**src/rtl/dac_sample_feeder.sv**
```systemverilog
// Sample FIFO feeding the DAC data pins: one sample per DAC update strobe,
// with priming, underrun detection/counting and a mid-scale idle code.
module dac_sample_feeder #(
  parameter int                DATA_W     = 8,
  parameter int                DEPTH      = 16,
  parameter int                PRIME_LVL  = 8,
  parameter logic [DATA_W-1:0] IDLE_CODE  = 8'h80,
  parameter bit                HOLD_ON_UR = 1'b1
) (
  input  logic                    clk,
  input  logic                    rst_n,
  input  logic                    enable,
  input  logic [DATA_W-1:0]       s_data,
  input  logic                    s_valid,
  output logic                    s_ready,
  input  logic                    dac_stb,
  output logic [DATA_W-1:0]       dac_data,
  output logic [$clog2(DEPTH):0]  level,
  output logic                    running,
  output logic                    underrun,
  output logic [15:0]             ur_count,
  input  logic                    ur_clr
);

  localparam int AW = $clog2(DEPTH);
  localparam int LW = AW + 1;
  localparam logic [LW-1:0] DEPTH_L = LW'(DEPTH);
  localparam logic [LW-1:0] PRIME_L = LW'(PRIME_LVL);

  typedef enum logic [1:0] {
    S_IDLE  = 2'd0,
    S_PRIME = 2'd1,
    S_RUN   = 2'd2
  } state_t;

  logic [DATA_W-1:0] mem_r [DEPTH];
  logic [AW-1:0]     wr_ptr_r;
  logic [AW-1:0]     rd_ptr_r;
  logic [LW-1:0]     level_r;
  logic              full_r;
  state_t            state_r;
  logic [DATA_W-1:0] dac_data_r;
  logic              underrun_r;
  logic [15:0]       ur_count_r;

  logic              push_s;
  logic              pop_s;
  logic              ur_ev_s;
  logic [LW-1:0]     level_nxt_s;

  // Push/pop decode and next occupancy; pops only happen on a RUN strobe.
  always_comb begin
    push_s      = s_valid && !full_r;
    pop_s       = 1'b0;
    ur_ev_s     = 1'b0;
    level_nxt_s = level_r;
    if ((state_r == S_RUN) && dac_stb) begin
      if (level_r != {LW{1'b0}}) begin
        pop_s = 1'b1;
      end else begin
        ur_ev_s = 1'b1;
      end
    end else begin
      pop_s = 1'b0;
    end
    case ({push_s, pop_s})
      2'b10:   level_nxt_s = level_r + LW'(1);
      2'b01:   level_nxt_s = level_r - LW'(1);
      default: level_nxt_s = level_r;
    endcase
  end

  // Sample storage; contents are don't-care until the pointers cover them.
  always_ff @(posedge clk) begin
    if (push_s) begin
      mem_r[wr_ptr_r] <= s_data;
    end
  end

  // FIFO pointers, occupancy and registered full flag.
  always_ff @(posedge clk or negedge rst_n) begin
    if (!rst_n) begin
      wr_ptr_r <= {AW{1'b0}};
      rd_ptr_r <= {AW{1'b0}};
      level_r  <= {LW{1'b0}};
      full_r   <= 1'b0;
    end else begin
      if (push_s) begin
        wr_ptr_r <= wr_ptr_r + AW'(1);
      end
      if (pop_s) begin
        rd_ptr_r <= rd_ptr_r + AW'(1);
      end
      level_r <= level_nxt_s;
      full_r  <= (level_nxt_s == DEPTH_L);
    end
  end

  // Control FSM and DAC output register; strobes act on the registered state.
  always_ff @(posedge clk or negedge rst_n) begin
    if (!rst_n) begin
      state_r    <= S_IDLE;
      dac_data_r <= IDLE_CODE;
      underrun_r <= 1'b0;
    end else begin
      underrun_r <= ur_ev_s;
      case (state_r)
        S_IDLE: begin
          if (dac_stb) begin
            dac_data_r <= IDLE_CODE;
          end
          if (enable) begin
            state_r <= S_PRIME;
          end
        end
        S_PRIME: begin
          if (dac_stb) begin
            dac_data_r <= IDLE_CODE;
          end
          if (!enable) begin
            state_r <= S_IDLE;
          end else if (level_r >= PRIME_L) begin
            state_r <= S_RUN;
          end
        end
        S_RUN: begin
          // On underrun with hold policy the register simply keeps the last sample.
          if (pop_s) begin
            dac_data_r <= mem_r[rd_ptr_r];
          end else if (ur_ev_s && !HOLD_ON_UR) begin
            dac_data_r <= IDLE_CODE;
          end
          if (!enable) begin
            state_r <= S_IDLE;
          end else if (ur_ev_s) begin
            state_r <= S_PRIME;
          end
        end
        default: begin
          state_r    <= S_IDLE;
          dac_data_r <= IDLE_CODE;
        end
      endcase
    end
  end

  // Saturating underrun counter; a clear still counts a coincident event.
  always_ff @(posedge clk or negedge rst_n) begin
    if (!rst_n) begin
      ur_count_r <= 16'd0;
    end else if (ur_clr) begin
      ur_count_r <= ur_ev_s ? 16'd1 : 16'd0;
    end else if (ur_ev_s && (ur_count_r != 16'hFFFF)) begin
      ur_count_r <= ur_count_r + 16'd1;
    end
  end

  assign s_ready  = !full_r;
  assign dac_data = dac_data_r;
  assign level    = level_r;
  assign running  = (state_r == S_RUN);
  assign underrun = underrun_r;
  assign ur_count = ur_count_r;

endmodule

```
**config.mk**
```make
export PLATFORM = sky130hd
export DESIGN_NAME = dac_sample_feeder
export DESIGN_NICKNAME = d
export VERILOG_FILES = /design/src/rtl/dac_sample_feeder.sv
export SDC_FILE = /design/constraint.sdc
export NUM_CORES = 1
export LEC_CHECK = 0
export BUFFER_PORTS_ARGS = -buffer_cell sky130_fd_sc_hd__buf_2
export CAP_MARGIN = 20
export CORE_MARGIN = 5
export CORE_UTILIZATION = 47
export CTS_BUF_LIST = sky130_fd_sc_hd__clkbuf_8
export DETAILED_ROUTE_END_ITERATION = 8
export PLACE_DENSITY = 0.71
export SLEW_MARGIN = 20
export SYNTH_ARGS = -nofsm -noshare
export SYNTH_HDL_FRONTEND = slang
export SYNTH_SLANG_ARGS = --single-unit
```
**constraint.sdc**
```tcl
create_clock -name clk -period 3 [get_ports clk]
set_clock_uncertainty 0.15 [all_clocks]
set_input_delay 0.3 -clock clk [delete_from_list [all_inputs] [get_ports clk]]
set_output_delay 0.3 -clock clk [all_outputs]
set_load 0.01 [all_outputs]
```
==> summary.txt, run 1 <==
Drt
  – Drt pass-1 iters: 4
  – Vias: 3880
  – Iter 0 DRT Violations: 234
  – Routed WL: 13.7 mm
  – DRC Markers: 0
  – WL/cell: 20.2 um
  – Vias per Instance: 5.72
  – Antenna Nets Post-Route: 0

Hold path
  – Worst hold path class: input pin to register
  – Worst Hold Depth: 2

Clock network
  – Worst-skew pair later-pin latency: 0.46 ns
  – Clock tree buffer depth: 2
  – CTS Root Cell: clkbuf_8
  – CTS tree: done
  – Clock-pin slew on the worst setup and hold paths: 0.08 ns
  – Num CTS Buffers: 17
  – H-tree depth: 4
  – Clock sink total: 169

Power
  – Pwr Density: 784 mW/mm^2
  – Max VDD drop: 457 uV
  – Comb power frac: 27.2%
  – Sw power: 0.00193 W
  – Switch share: 31.3%
  – Flop pwr share: 49.6%
  – Clk network pwr share: 23.2%
  – Internal power: 0.00425 W
  – P_leak: 2.87 nW

Layout
  – Final std cells w/o fill: 678
  – Layout area overhead: 13.1%
  – Final-layout fill cell count: 1149
  – Footprint of the multi-input gates: 0.00199 mm^2
  – Final nets: 505
  – Most frequent cells in the layout: edfxtp_1, buf_2, dfrtp_1
  – Commonest non-fill, non-tap cell in the layout: edfxtp_1
  – Diodes inserted: 0
  – Share of layout cells above drive strength 1: 27.5%
  – Sequential cell area: 0.00488 mm^2

Run status
  – Status: completed

Floorplanning
  – Core region area: 0.0145 mm^2
  – Die width: 132 um
  – Die Height: 132 um
  – Die Area: 0.0174 mm^2
  – # IOs: 46
  – Initial core utilization: 48.0%
  – Std-Cell Rows: 44

Worst setup path
  – R2R Setup Slk: 0.18 ns
  – Crit path DAT: 3.02 ns
  – Setup CP Type: register to register
  – WP data required: 3.20 ns
  – Worst-path fanout max: 8
  – Worst reg2reg path depth: 11
  – Startpoint types: register
  – Critical Path Sink Type: register

Yosys
  – EDFF count, synth: 128
  – Area share of the largest cell type after synthesis: 55.1%
  – Syn Nets: 437
  – Yosys reg bits: 169
  – Post-synthesis sequential area ratio: 69.9%
  – Cells after synthesis: 414
  – Post-synth top area cell: edfxtp_1
  – Synthesized area per cell: 16.8 um^2
  – Mapped cell area: 0.00697 mm^2
  – Yosys warnings: 0
  – Dominant synthesized flop cell: edfxtp_1
  – Synth area leaders: edfxtp_1, dfrtp_1, mux4_2
  – Synth cell types: 49
  – Post-synth ARST share: 24.3%

Timing
  – Slew margin rel.: 39.8%
  – Worst-Margin Slew: 0.903 ns
  – FMAX: 0.355 GHz
  – Final hold vios: 0
  – Final Setup Violations: 0
  – TNS Setup: 0 ns
  – Minimum clock period: 2.82 ns
  – Part of the cycle the worst path needs: 93.9%
  – Slew Limit Fails: 0
  – Unrepaired setup endpoints after global routing: no

Global routing
  – Overflow after GRT: 0
  – Vias in the first global route: 3912
  – First-pass GRT wire length: 22.1 mm
  – Largest net degree at the start of global routing: 42
  – Initial antenna violation count: 0
  – Total track usage: 16.4%

Placement
  – Dpl cells: 645
  – DP HPWL: 8.94 mm
  – GPL Wtd Cong: 0.803
  – Buffers on Ports: 45

Run
  – Max Cap Viol: 0
-- flip-flops by register name, indices dropped and copies added (netlist names) --
register,cells
wr_ptr_r,4
level,5
mem_r,128
rd_ptr_r,4
full_r,1
dac_data,8
underrun,1
ur_count,16
state_r,2
-- power by group through the flow --
stage | registers (W) | logic, W | clock network [W]
6_report | 0.00307 | 0.00168 | 0.00144
3_3_place_gp | 0.00308 | 0.00164 | 0
5_1_grt | 0.00311 | 0.00182 | 0.00157
3_5_place_dp | 0.00310 | 0.00169 | 0
4_1_cts | 0.00305 | 0.00169 | 0.00146
2_1_floorplan | 0.00300 | 0.00120 | 0
-- synthesized netlist by cell type (2+ instances only) --
| library cell | count |
|---|---|
| edfxtp_1 | 128 |
| dfrtp_1 | 40 |
| mux4_2 | 33 |
| nor2_1 | 31 |
| nand2_1 | 21 |
| a22oi_1 | 17 |
| xor2_1 | 13 |
| clkbuf_1 | 12 |
| xnor2_1 | 12 |
| ha_1 | 9 |
| nand3_1 | 8 |
| a22o_1 | 7 |
| inv_1 | 7 |
| nor2b_1 | 7 |
| a21oi_1 | 6 |
| nand4_1 | 5 |
| nor3_1 | 5 |
| o21ai_0 | 5 |
| and2_1 | 4 |
| buf_1 | 3 |
| nor4_1 | 3 |
| a211oi_1 | 2 |
| and3_1 | 2 |
| and3b_1 | 2 |
| buf_2 | 2 |
| mux2_2 | 2 |
| nand2b_1 | 2 |
| nand3b_1 | 2 |
| o2111ai_1 | 2 |
| o211ai_1 | 2 |
| o31ai_1 | 2 |
-- worst paths after layout --
kind,to,startpoint
setup reg to reg,full_r,level[3]
max in group asynchronous,level[3],rst_n
min in group asynchronous,level[0],rst_n
hold / removal,ur_count[2],ur_clr
setup / recovery,full_r,level[3]
hold reg to reg,dac_data[7],dac_data[7]
-- cell families (layout without fill, tap and decap cells) --
kind of cell | count (synthesis) | in the layout | synth area share, %
AOI/OAI and AO/OA | 48 | 48 | 5.19
xor gates and xnor gates | 25 | 25 | 3.14
and+or+nand+nor | 101 | 101 | 7.32
DFF | 169 | 169 | 69.9
adders and majority gates | 9 | 9 | 1.62
muxes | 36 | 36 | 11.1
buffers and inverters | 26 | 106 | 1.72
-- worst max-delay path: stages, from the launching register on --
cell	delay, ns
dfrtp_2	0.46
or2_2	0.32
nor2b_1	0.16
nor2_1	0.09
ha_2	0.23
xor2_1	0.15
ha_1	0.20
and3b_1	0.19
o21ai_0	0.08
a21oi_1	0.18
xor2_1	0.21
nor4bb_1	0.29
-- area by class of cell --
| class | instances | area share, % |
|---|---|---|
| Clock inverter | 14 | 1.35 |
| Tap cell | 184 | 2.92 |
| Inverter | 8 | 0.540 |
| Sequential cell | 169 | 61.8 |
| Multi-Input combinational cell | 219 | 25.2 |
| Clock buffer | 17 | 2.97 |
| Timing Repair Buffer | 67 | 5.17 |
-- through the flow --
stage	cell area (um^2)	utilization (%)	hold WS, ns	power (W)	worst slack, ns
after CTS	7870	54.2	0.0333	0.00621	0.121
final	7890	54.3	0.0454	0.00618	0.184
after floorplan	6970	-	-0.146	0.00420	0.0961
after global routing	7890	54.3	0.0307	0.00650	0.0146
after global placement	7510	51.7	0.319	0.00472	0.300
after detailed placement	7510	51.7	0.322	0.00479	0.160
-- per-layer routing --
layer  track usage [%]  vias to the layer above  routed length [um]
li1                  -                     1743                   -
met1              22.2                     2002                5850
met2              25.8                      118                6770
met3              4.92                       17                 874
met4              5.26                        0                 212
met5                 0                        -                   0
-- timing repair --
item                       in CTS  in global routing
setup endpoints to repair       0                  1
buffers inserted                0                  0
hold buffers                    2                  0
hold endpoints to repair       42                  0
resized for setup               0                  5
No activity file was read; power rests on OpenSTA's default activity.
==> inputs of run 2 (changes only) <==
--- a/config.mk
+++ b/config.mk
@@ -7,7 +7,7 @@
 export LEC_CHECK = 0
 export BUFFER_PORTS_ARGS = -buffer_cell sky130_fd_sc_hd__buf_2
 export CAP_MARGIN = 20
-export CORE_MARGIN = 5
+export CORE_MARGIN = 2
 export CORE_UTILIZATION = 47
 export CTS_BUF_LIST = sky130_fd_sc_hd__clkbuf_8
 export DETAILED_ROUTE_END_ITERATION = 8
==> run 2 against run 1 <==
Net effect:
- clock power grew 26%
- largest power group unchanged
- final cell count stayed put
- design area up 1.3%
- worst hold slack better by 0.0052 ns
- fmax grew 2.7%
- via count fell by 1.0%
- sequential cell count did not move
- global-route usage increased by 1.6 points
- power is 5.5% higher
- register-to-register slack improved by 0.07 ns
- sequential share of layout area down 0.85 points
==> summary.txt, run 2 (synthesis results as in run 1) <==
Layout
  – Biggest register: mem_r
  – Post-layout util: 55.0% (+0.71 points)
  – Commonest non-fill, non-tap cell in the layout: edfxtp_1
  – Max reg flops: 128 (unchanged)
  – Design Area, Final: 0.00799 mm^2 (+1.3%)
  – Final nets: 505 (unchanged)
  – Diodes inserted: 0 (unchanged)
  – Final-layout fill cell count: 1150 (+0.087%)
  – Most frequent cells in the layout: edfxtp_1, buf_2, dfrtp_1
  – Layout area overhead: 14.6%
  – Share of layout cells above drive strength 1: 27.5% (unchanged)

Drt
  – Vias: 3840 (-1.0%)
  – Iter 0 DRT Violations: 263 (+12%)
  – Routed WL: 13.4 mm (-2.5%)
  – DRC Markers: 0 (unchanged)
  – Vias per Instance: 5.66 (-1.0%)
  – WL/cell: 19.7 um (-2.5%)
  – Drt pass-1 iters: 5 (+1)
  – Antenna Nets Post-Route: 0 (unchanged)

Floorplanning
  – Core region area: 0.0145 mm^2 (unchanged)
  – Die width: 126 um (-4.6%)
  – Die Height: 126 um (-4.6%)
  – Die Area: 0.0158 mm^2 (-8.9%)
  – Initial core utilization: 48.0% (unchanged)
  – Std-Cell Rows: 44 (unchanged)
  – # IOs: 46 (unchanged)

Timing
  – Part of the cycle the worst path needs: 91.4% (-2.5 points)
  – TNS Setup: 0 ns (unchanged)
  – Worst-Margin Slew: 0.894 ns (-0.00873 ns)
  – Final hold vios: 0 (unchanged)
  – Final Setup Violations: 0 (unchanged)
  – Slew Limit Fails: 0 (unchanged)
  – Slew margin rel.: 40.4% (+0.58 points)
  – Minimum clock period: 2.74 ns (-0.0746 ns)
  – Unrepaired setup endpoints after global routing: no
  – Worst setup margin: 0.259 ns (+0.0746 ns)
  – FMAX: 0.365 GHz (+2.7%)

Clock network
  – CTS Root Cell: clkbuf_8
  – Num CTS Buffers: 17 (unchanged)
  – Worst-skew pair later-pin latency: 0.45 ns (about the same)
  – Clock-pin slew on the worst setup and hold paths: 0.09 ns (about the same)
  – Clock tree buffer depth: 2 (unchanged)
  – Clock sink total: 169 (unchanged)
  – H-tree depth: 4 (unchanged)
  – CTS tree: done

Run
  – Max Cap Viol: 0 (unchanged)

Power
  – Max VDD drop: 582 uV (+27%)
  – P_leak: 2.91 nW (+1.5%)
  – Pwr Density: 816 mW/mm^2 (+4.1%)

Placement
  – Area after DPL: 0.00751 mm^2 (unchanged)
  – DP HPWL: 8.70 mm (-2.7%)
  – Setup slack at placement: 0.207 ns (+0.0473 ns)
  – GPL Wtd Cong: 0.744 (-7.4%)
  – Buffers on Ports: 45 (unchanged)

Worst setup path
  – Crit. Startpoint: level[3]
  – Slowest CP cell: dfrtp_1
  – Reg-to-Reg Start: level[3]
  – CP max stage delay: 0.46 ns (about the same)
  – CP dominant cell by count: xor2_1
  – CP cell instances: or2_2, nor2b_1, nor2_1, ha_2, xor2_1, ha_1, and3b_1, o21ai_0, a21oi_1, xor2_1, nor4bb_1
  – Crit path DAT: 2.95 ns (-0.07 ns)
  – Worst-path fanout max: 8 (unchanged)
  – Setup CP Type: register to register
  – WP data required: 3.20 ns (about the same)
  – Critical Path Sink Type: register
  – Startpoint types: register

Hold path
  – Worst hold path class: input pin to register
  – Hold Path Origin: ur_clr

Global routing
  – Initial antenna violation count: 0 (unchanged)
  – Largest net degree at the start of global routing: 42 (unchanged)
  – Total track usage: 18.0% (+1.6 points)
  – Vias in the first global route: 4006 (+2.4%)
  – First-pass GRT wire length: 21.5 mm (-2.5%)
  – Overflow after GRT: 0 (unchanged)

Run status
  – Status: completed
==> run 2: path summary, 6_finish.rpt <==
check / to / slack (ns) / cells past startpoint
worst max-delay path: full_r / 0.26 / 11
worst min-delay path: ur_count[1] / 0.05 / 2
worst max register to register: full_r / 0.26 / 11
worst min register to register: dac_data[7] / 0.34 / 2
max in group asynchronous: rd_ptr_r[0] / 1.73 / 2
min in group asynchronous: full_r / 0.35 / 2
==> run 2: area by class of cell <==
cell class                 count  area (um^2)  area share, %
clock buffer                  17          234           2.93
clock inverter                14          220           2.76
inverter                       8         42.5          0.532
multi-input combinational    219         1980           24.8
sequential                   169         4870           61.0
tap                          184          230           2.88
timing repair buffer          67          408           5.11
==> run 2: stage by stage <==
step | hold slack (ns) | cells | total power [W]
after floorplan | -0.146 | 414 | 0.00420
after global placement | 0.315 | 645 | 0.00471
after detailed placement | 0.331 | 645 | 0.00478
after CTS | 0.0350 | 678 | 0.00660
after global routing | 0.0471 | 678 | 0.00685
final | 0.0506 | 678 | 0.00652
==> run 2: repair_timing <==
item	4_1_cts	5_1_grt
resized for setup	0	1
hold buffers	2	0
setup endpoints to repair	0	1
hold endpoints to repair	42	0
setup buffers	0	0
==> run 2: worst max-delay path, delay by kind of cell, from the launching register on <==
family	cells	cell delay (ns)
fa+ha+maj	2	0.44
simple gates	5	1.01
xor+xnor	2	0.33
flops	1	0.46
compound gates	2	0.24
==> run 2: report_power, final <==
group	total, W	internal [W]	switching [W]	leakage, nW
Combinational	0.00164	0.000791	0.000846	0.987
Sequential	0.00306	0.00281	0.000252	1.70
Clock	0.00182	0.000996	0.000826	0.224
==> run 2: metal layers <==
metal	vias up	part of all wire (%)	track usage, %
met5	-	0	0
met1	1984	42	22.9
li1	1741	-	-
met4	0	1.5	6.08
met3	13	4.8	4.38
met2	102	52	30.8
==> inputs of run 3 (changes only) <==
--- a/config.mk
+++ b/config.mk
@@ -5,6 +5,7 @@
 export SDC_FILE = /design/constraint.sdc
 export NUM_CORES = 1
 export LEC_CHECK = 0
+export ABC_AREA = 1
 export BUFFER_PORTS_ARGS = -buffer_cell sky130_fd_sc_hd__buf_2
 export CAP_MARGIN = 20
 export CORE_MARGIN = 2
==> run 3 against run 2 <==
Net effect:
- critical endpoint unchanged
- register-to-register slack better by 0.13 ns
- power is 8.0% higher
- clock power is 4% lower
- first-iteration DRC count is 120% higher
- die area is 6.7% higher
- non-clock buffer count is 9 lower
==> summary.txt, run 3 <==
Power
  – Comb power frac: 32.7% (+7.6 points)
  – P_leak: 3.33 nW (+14%)
  – Clk network pwr share: 24.7% (-3.2 points)
  – Total power: 0.00704 W (+8.0%)
  – Flop pwr share: 42.6% (-4.4 points)
  – Sw power: 0.00264 W (+37%)
  – Internal power: 0.00440 W (-4.2%)
  – Max VDD drop: 454 uV (-22%)
  – Pwr Density: 841 mW/mm^2 (+3.1%)
  – Switch share: 37.5% (+8.0 points)

Worst setup path
  – Worst reg2reg path depth: 16 (+5)
  – Critical R2R Capture: full_r
  – Critical Path Sink Type: register
  – Startpoint types: register
  – WP data required: 3.24 ns (+0.04 ns)
  – Buf/Inv on CP: 3 (+3)
  – Crit path DAT: 2.85 ns (-0.10 ns)
  – Setup CP Type: register to register
  – Worst-path fanout max: 6 (-2)
  – Reg-to-Reg Start: state_r[0]
  – Slowest CP cell: dfrtp_1
  – CP dominant cell by count: nand2_1
  – Top cell family by delay on the critical path: simple AND/OR/NAND/NOR gates
  – CP cell instances: inv_1, nand2_1, nor2_1, nand2_1, inv_1, ha_1, inv_1, nand2_1, nand2_1, ha_1, nand2_1, o21ai_0, or2_2, nor2_1, nand3_1, nor2_1
  – R2R Setup Slk: 0.39 ns (+0.13 ns)
  – CP max stage delay: 0.38 ns (-0.08 ns)

Yosys
  – Largest family of logic cells by synthesized area: simple AND/OR/NAND/NOR gates
  – Post-synth top area cell: edfxtp_1
  – Count leader, synth: nor2_1
  – Post-Synth Adder-Cell Area: 1.51% (-0.10 points)
  – EDFF count, synth: 128 (unchanged)
  – Post-synthesis share of cell area spent on xor and xnor gates: 1.65% (-1.5 points)
  – Synth area leaders: edfxtp_1, dfrtp_1, nor2_1
  – Synth cell types: 33 (-33%)
  – Post-synth ARST share: 24.3% (unchanged)
  – Yosys warnings: 0 (unchanged)
  – Synthesized area per cell: 10.3 um^2 (-39%)
  – Syn Nets: 750 (+72%)
  – Post-synthesis sequential area ratio: 65.4% (-4.5 points)
  – Top cells by count, synth: nor2_1, edfxtp_1, nand2_1
  – Cells after synthesis: 727 (+76%)
  – Mapped cell area: 0.00745 mm^2 (+6.9%)
  – Proportion of synthesized area in mux cells: 0% (-11 points)
  – Yosys reg bits: 169 (unchanged)
  – Dominant synthesized flop cell: edfxtp_1
  – Area share of the largest cell type after synthesis: 51.6% (-3.6 points)
  – Area share of and/or/nand/nor cells after synthesis: 21.1% (+14 points)
  – Synth Area in Compound Gates: 6.26% (+1.1 points)

Hold path
  – Hold Path Origin: s_valid
  – Worst Hold Depth: 3 (+1)
  – Worst hold path class: input pin to register
  – Worst hold path endpoint: wr_ptr_r[0]

Floorplanning
  – # IOs: 46 (unchanged)
  – Std-Cell Rows: 46 (+4.5%)
  – Die Height: 130 um (+3.3%)
  – Die Area: 0.0169 mm^2 (+6.7%)
  – Die width: 130 um (+3.3%)
  – Core region area: 0.0157 mm^2 (+8.1%)
  – Initial core utilization: 47.4% (-0.53 points)

Timing
  – Worst setup margin: 0.388 ns (+0.129 ns)
  – Slew Limit Fails: 0 (unchanged)
  – FMAX: 0.383 GHz (+5.0%)
  – Worst-Margin Slew: 0.823 ns (-0.0706 ns)
  – Final Setup Violations: 0 (unchanged)
  – Final hold vios: 0 (unchanged)
  – Minimum clock period: 2.61 ns (-0.129 ns)
  – TNS Setup: 0 ns (unchanged)
  – Slew margin rel.: 44.9% (+4.5 points)
  – WHS: 0.0735 ns (+0.0229 ns)
  – Unrepaired setup endpoints after global routing: no
  – Part of the cycle the worst path needs: 87.1% (-4.3 points)

Clock network
  – Num CTS Buffers: 17 (unchanged)
  – Clock sink total: 169 (unchanged)
  – CTS Root Cell: clkbuf_8
  – Clock tree buffer depth: 2 (unchanged)
  – Worst-skew pair later-pin latency: 0.46 ns (about the same)
  – Clock-pin slew on the worst setup and hold paths: 0.09 ns (about the same)
  – CTS tree: done
  – H-tree depth: 4 (unchanged)

Layout
  – Final std cells w/o fill: 1004 (+48%)
  – Share of layout cells above drive strength 1: 13.2% (-14 points)
  – Max reg flops: 128 (unchanged)
  – Final nets: 798 (+58%)
  – Most frequent cells in the layout: nor2_1, edfxtp_1, nand2_1
  – Commonest non-fill, non-tap cell in the layout: nor2_1
  – Footprint of the multi-input gates: 0.00227 mm^2 (+15%)
  – Sequential cell area: 0.00487 mm^2 (unchanged)
  – Layout area overhead: 12.3%
  – Diodes inserted: 0 (unchanged)
  – Final-layout fill cell count: 1347 (+17%)
  – Biggest register: mem_r

Global routing
  – Overflow after GRT: 0 (unchanged)
  – First-pass GRT wire length: 26.1 mm (+21%)
  – GRT met1 Usage: 30.6% (+7.8 points)
  – Initial antenna violation count: 0 (unchanged)
  – Grt peak-use layer: met1
  – Total track usage: 20.8% (+2.7 points)
  – Global-route track usage on met2: 30.5% (-0.29 points)
  – Met3 Usage GRT: 4.10% (-0.28 points)
  – Vias in the first global route: 4791 (+20%)
  – Largest net degree at the start of global routing: 61 (+45%)

Drt
  – WL/cell: 16.6 um (-16%)
  – Routed WL: 16.6 mm (+24%)
  – Vias per Instance: 5.26 (-7.1%)
  – Antenna Nets Post-Route: 0 (unchanged)
  – Vias: 5281 (+38%)
  – DRC Markers: 0 (unchanged)
  – Iter 0 DRT Violations: 590 (+120%)
  – Drt pass-1 iters: 5 (unchanged)

Placement
  – GPL Wtd Cong: 0.880 (+18%)
  – Setup slack at placement: 0.367 ns (+0.159 ns)
  – Dpl cells: 969 (+50%)
  – DP HPWL: 10.6 mm (+22%)
  – Buffers on Ports: 45 (unchanged)

Run status
  – Status: completed

Run
  – Max Cap Viol: 0 (unchanged)
run 3: through the flow:
| step | utilization [%] | cell area, um^2 |
|---|---|---|
| 2_1_floorplan | - | 7450 |
| 3_3_place_gp | 50.2 | 7890 |
| 3_5_place_dp | 50.2 | 7890 |
| 4_1_cts | 53.1 | 8340 |
| 5_1_grt | 53.3 | 8370 |
| 6_report | 53.3 | 8370 |
run 3: logic make-up after synthesis:
kind of cell	after synthesis
DFF	169
buffers and inverters	76
adders and majority gates	9
AOI/OAI and AO/OA	87
and+or+nand+nor	372
xor gates and xnor gates	14
run 3: power by group through the flow:
stage	clock [W]	sequential, W	combinational [W]
6_report	0.00174	0.00300	0.00230
2_1_floorplan	0	0.00303	0.00158
5_1_grt	0.00185	0.00303	0.00258
3_5_place_dp	0	0.00305	0.00228
3_3_place_gp	0	0.00304	0.00226
4_1_cts	0.00176	0.00300	0.00229
run 3: worst max-delay path by stage:
stage               start     end  slack (ns)  cells past startpoint
6_report       state_r[0]  full_r        0.39                     16
4_1_cts        state_r[0]  full_r        0.34                     16
3_5_place_dp   state_r[0]  full_r        0.37                     16
5_1_grt        state_r[0]  full_r        0.05                     16
3_3_place_gp   state_r[0]  full_r        0.39                     16
2_1_floorplan  state_r[0]  full_r        0.36                     17
run 3: metal layers:
layer | up-vias | share of wire, % | wire length, um
met2 | 196 | 46 | 7580
met1 | 2503 | 45 | 7470
met3 | 30 | 6.9 | 1150
li1 | 2552 | - | -
met5 | - | 0 | 0
met4 | 0 | 2.6 | 425
run 3: cell type report:
cell class / instances / area share [%]
clock inverters: 14 / 2.20
clock buffers: 18 / 2.96
flip-flops and latches: 169 / 58.2
inverters: 47 / 2.11
multi-input cells: 482 / 27.1
repair buffers: 58 / 4.16
well taps: 216 / 3.23
run 3: tightest hold or removal path: stages:
cell and delay [ns]:
buf_2 0.09, nand2_1 0.16, xor2_1 0.09
run 3: what timing repair did:
action,CTS,global route
hold buffers,2,0
hold endpoints to repair,41,0
resized for setup,0,0
buffers inserted,0,0
